==> src/rtl/d_reg_pipe.sv <==
// Multi-channel enable-advanced capture pipeline with a run-time transparent
// (latch-emulation) output mode, synchronous clear, valid tracking and change detect.
module d_reg_pipe #(
    parameter int unsigned WIDTH    = 8,
    parameter int unsigned CHANNELS = 4,
    parameter int unsigned DEPTH    = 2
) (
    input  logic                      clk,
    input  logic                      rst_n,
    input  logic                      clr,
    input  logic                      mode,
    input  logic [CHANNELS-1:0]       en,
    input  logic [CHANNELS*WIDTH-1:0] d,
    output logic [CHANNELS*WIDTH-1:0] q,
    output logic [CHANNELS-1:0]       q_vld,
    output logic [CHANNELS-1:0]       chg
);

    localparam int unsigned LAST = DEPTH - 1;

    logic [WIDTH-1:0]    data_q [CHANNELS][DEPTH];
    logic [WIDTH-1:0]    data_d [CHANNELS][DEPTH];
    logic [DEPTH-1:0]    vld_q  [CHANNELS];
    logic [DEPTH-1:0]    vld_d  [CHANNELS];
    logic [CHANNELS-1:0] chg_q;
    logic [CHANNELS-1:0] chg_d;

    always_comb begin
        chg_d = '0;
        for (int unsigned c = 0; c < CHANNELS; c++) begin
            data_d[c] = data_q[c];
            vld_d[c]  = vld_q[c];
            if (clr) begin
                for (int unsigned k = 0; k < DEPTH; k++) begin
                    data_d[c][k] = '0;
                end
                vld_d[c] = '0;
            end else if (en[c]) begin
                data_d[c][0] = d[c*WIDTH +: WIDTH];
                vld_d[c][0]  = 1'b1;
                for (int unsigned k = 1; k < DEPTH; k++) begin
                    data_d[c][k] = data_q[c][k-1];
                    vld_d[c][k]  = vld_q[c][k-1];
                end
            end
            // Change is judged on whichever stage currently feeds q.
            if (mode) begin
                chg_d[c] = ~clr & en[c] & vld_d[c][0]
                         & (data_d[c][0] != data_q[c][0]);
            end else begin
                chg_d[c] = ~clr & en[c] & vld_d[c][LAST]
                         & (data_d[c][LAST] != data_q[c][LAST]);
            end
        end
    end

    always_ff @(posedge clk or negedge rst_n) begin
        if (!rst_n) begin
            for (int unsigned c = 0; c < CHANNELS; c++) begin
                for (int unsigned k = 0; k < DEPTH; k++) begin
                    data_q[c][k] <= '0;
                end
                vld_q[c] <= '0;
            end
            chg_q <= '0;
        end else begin
            data_q <= data_d;
            vld_q  <= vld_d;
            chg_q  <= chg_d;
        end
    end

    // Reset gates the transparent bypass so q stays 0 while rst_n is held.
    always_comb begin
        q     = '0;
        q_vld = '0;
        for (int unsigned c = 0; c < CHANNELS; c++) begin
            if (!rst_n) begin
                q[c*WIDTH +: WIDTH] = '0;
                q_vld[c]            = 1'b0;
            end else if (mode) begin
                q[c*WIDTH +: WIDTH] = en[c] ? d[c*WIDTH +: WIDTH] : data_q[c][0];
                q_vld[c]            = en[c] | vld_q[c][0];
            end else begin
                q[c*WIDTH +: WIDTH] = data_q[c][LAST];
                q_vld[c]            = vld_q[c][LAST];
            end
        end
    end

    assign chg = chg_q;

endmodule

==> config.mk <==
export PLATFORM = sky130hd
export DESIGN_NAME = d_reg_pipe
export DESIGN_NICKNAME = d
export VERILOG_FILES = /design/src/rtl/d_reg_pipe.sv
export SDC_FILE = /design/constraint.sdc
export NUM_CORES = 1
export LEC_CHECK = 0
export CORE_MARGIN = 8
export CORE_UTILIZATION = 30
export DETAILED_ROUTE_END_ITERATION = 8
export PLACE_DENSITY_LB_ADDON = 0.08
export SLEW_MARGIN = 20
export SYNTH_ARGS = -nofsm -noshare
export SYNTH_HDL_FRONTEND = slang
export SYNTH_SLANG_ARGS = --single-unit
==> constraint.sdc <==
create_clock -name clk -period 1.4 [get_ports clk]
set_input_delay 0.28 -clock clk [delete_from_list [all_inputs] [get_ports clk]]
set_output_delay 0.28 -clock clk [all_outputs]
set_load 0.005 [all_outputs]
==> flow_summary.json <==
{
  "wl_per_cell_um": 16.3,
  "yosysWarnings": 0,
  "grtUsageTotal": 0.168,
  "drc": 0,
  "tightest_slew_ns": 1.01,
  "grt.overflow.total": 0,
  "area_growth_pct": 81.7,
  "cts_buffer_depth": 2,
  "avgSynthCellArea_um2": 9.42,
  "period_needed_ns": 1.76,
  "ys_types": 41,
  "stdcell_count": 1002,
  "relSlewSlack": 0.330,
  "outcome": "finished with violations",
  "crit_type": "flop to flop",
  "syn_inst": 477,
  "final_common_cell": "buf_4",
  "holdWs_ns": 0.0384,
  "netlist_area_mm2": 0.00449,
  "antenna_found_initial": 0,
  "grt_pass1_vias": 5170,
  "p_leak_nw": 4.45,
  "finalHoldViolCount": 0,
  "ios": 80,
  "num-fill-cells": 1311,
  "die_w_um": 138,
  "multi_input_area_mm2": 0.00273,
  "fmax_mhz": 568,
  "ff_latch_area_mm2": 0.00191,
  "clk_pin_slew_ns": 0.06,
  "reg2reg_from": "data_q[9]",
  "finalSetupViolCount": 41,
  "placed_cells": 858,
  "final_cell_mix": "buf_4, dfrtp_1, nor2_1, mux2i_1, buf_2",
  "cts_buffers": 9,
  "finalWorstSetupSlack_ns": -0.360,
  "rsz0062_at_grt": "true",
  "worstPathMaxFanout": 3,
  "cts_tree": "done",
  "slowest_delay_ns": 0.53,
  "synth_seq_area_share": 0.423,
  "power_w": 0.00664,
  "rows": 44,
  "cts.sink_count": 76,
  "core_mm2": 0.0146,
  "synth_top_area_cell": "dfrtp_1",
  "clock_latency_ns": 0.35,
  "drt-pass1-iter-count": 4,
  "crit_required_ns": 1.62,
  "violations": "negative setup slack",
  "grt_pass1_wl_mm": 26.2,
  "pre_cts_ws_ns": -0.766,
  "period_share": 1.26,
  "dieArea_mm2": 0.0191,
  "gp_congestion": 0.844,
  "crit_arrival_ns": 1.98,
  "cpMaxStageDelayCell": "or4_4",
  "hpwl_mm": 10.2,
  "maxSlewViolCount": 0,
  "clockRootBuffer": "clkbuf_16",
  "synthTopCellsByArea": "dfrtp_1, mux2i_1, o211a_1",
  "drv_cap": 0,
  "yosysTopAreaCellShare": 0.423,
  "ys_async_sr_fraction": 1.00,
  "drive_above_1_share": 0.482,
  "synth_flop_cell": "dfrtp_1",
  "drtIter0Drc": 242,
  "synth_edf_count": 0,
  "ys_seq_elements": 76,
  "grt_max_degree": 37,
  "vias": 4843,
  "critPathCaptureType": "flop",
  "io_buffer_count": 79,
  "max-vdd-ir-drop_mv": 0.451,
  "die_y_um": 138,
  "nets": 853,
  "syn_nets": 517,
  "antenna_cells": 0,
  "vias_per_cell": 4.83,
  "h-tree-depth": 3,
  "fin_worst_skew_ns": 0.00244,
  "cp-startpoint": "data_q[9]",
  "hp-class": "input pin to asynchronous set/reset pin",
  "startpoint_type": "flop",
  "crit_chain": "buf_6, or4_4, nor3_4, nand4_1, a221oi_2, nor3_1",
  "start_util": 0.308,
  "power_density_mw_per_mm2": 814,
  "drt_wl_total_mm": 16.3,
  "ant_nets": 0
}
-- state kept, by name, indices dropped and copies added, names as in the netlist --
name    cells
vld_q       8
chg         4
data_q     64
-- power by group --
| part | internal [W] | switching [W] | total, W |
|---|---|---|---|
| logic | 0.00116 | 0.000831 | 0.00199 |
| clock network | 0.00135 | 0.000914 | 0.00226 |
| registers | 0.00230 | 0.0000867 | 0.00239 |
-- cell families (layout without fill, tap and decap cells) --
| kind of cell | count (synthesis) | in the layout | share of synthesized area |
|---|---|---|---|
| AO/OA/AOI/OAI | 88 | 88 | 0.166 |
| XOR/XNOR | 27 | 27 | 0.0526 |
| buffers and inverters | 62 | 403 | 0.0543 |
| flip-flops | 76 | 76 | 0.423 |
| multiplexers | 67 | 67 | 0.149 |
| AND/OR/NAND/NOR | 157 | 157 | 0.155 |
-- cell usage after synthesis, drive strengths merged, types with 4 or more instances --
master	n
o21ai	6
nand2	41
o22ai	8
nand2b	5
a21oi	9
nor4	10
nor3	5
nor2	76
xor2	11
buf	20
nor2b	4
xnor2	16
o221ai	4
inv	31
o2111ai	4
dfrtp	76
nand4	4
clkbuf	10
o211a	37
mux2i	67
-- stage by stage --
stage | util | setup TNS [ns] | instance area, um2
finish | 0.559 | -5.31 | 8160
global route | 0.559 | -7.88 | 8160
CTS | 0.539 | -9.81 | 7860
detailed placement | 0.452 | -32.05 | 6590
global placement | 0.452 | -31.62 | 6590
floorplan | - | -0.235 | 4500
-- path summary, 6_finish.rpt --
path / to / slack, ns / cells after the start
worst max-delay path: chg[3] / -0.36 / 6
worst min-delay path: data_q[30] / 0.04 / 3
worst max register to register: chg[3] / -0.36 / 6
worst min register to register: vld_q[5] / 0.53 / 2
max in group asynchronous: data_q[31] / 0.30 / 3
min in group clk: data_q[59] / 0.33 / 3
-- cell type report --
| class | count | area share |
|---|---|---|
| Clock buffer | 15 | 0.0340 |
| Clock inverter | 1 | 0.000613 |
| Inverter | 32 | 0.0147 |
| Multi-Input combinational cell | 339 | 0.335 |
| Sequential cell | 76 | 0.234 |
| Tap cell | 184 | 0.0282 |
| Timing Repair Buffer | 355 | 0.354 |
-- worst max-delay path: cells and delay by family (launching register included) --
kind            cells  cell delay, ns
flops               1            0.38
simple gates        4            0.87
buf+inv             1            0.12
compound gates      1            0.26
-- routing by layer --
layer  global-route usage  wire length [um]  part of all wire
met1                0.194              7140              0.44
met5                    0                 0                 0
met4               0.0715               331             0.020
met3               0.0274               376             0.023
met2                0.298              8450              0.52
-- what timing repair did --
| action | in CTS | in global routing |
|---|---|---|
| hold buffers | 2 | 0 |
| cloned | 4 | 0 |
| buffers inserted | 113 | 16 |
| gates resized for setup | 237 | 52 |
| setup endpoints to repair | 44 | 76 |
| pin swaps | 26 | 24 |
| hold endpoints to repair | 33 | 0 |
Note: power is estimated with default switching activity, not from simulation.
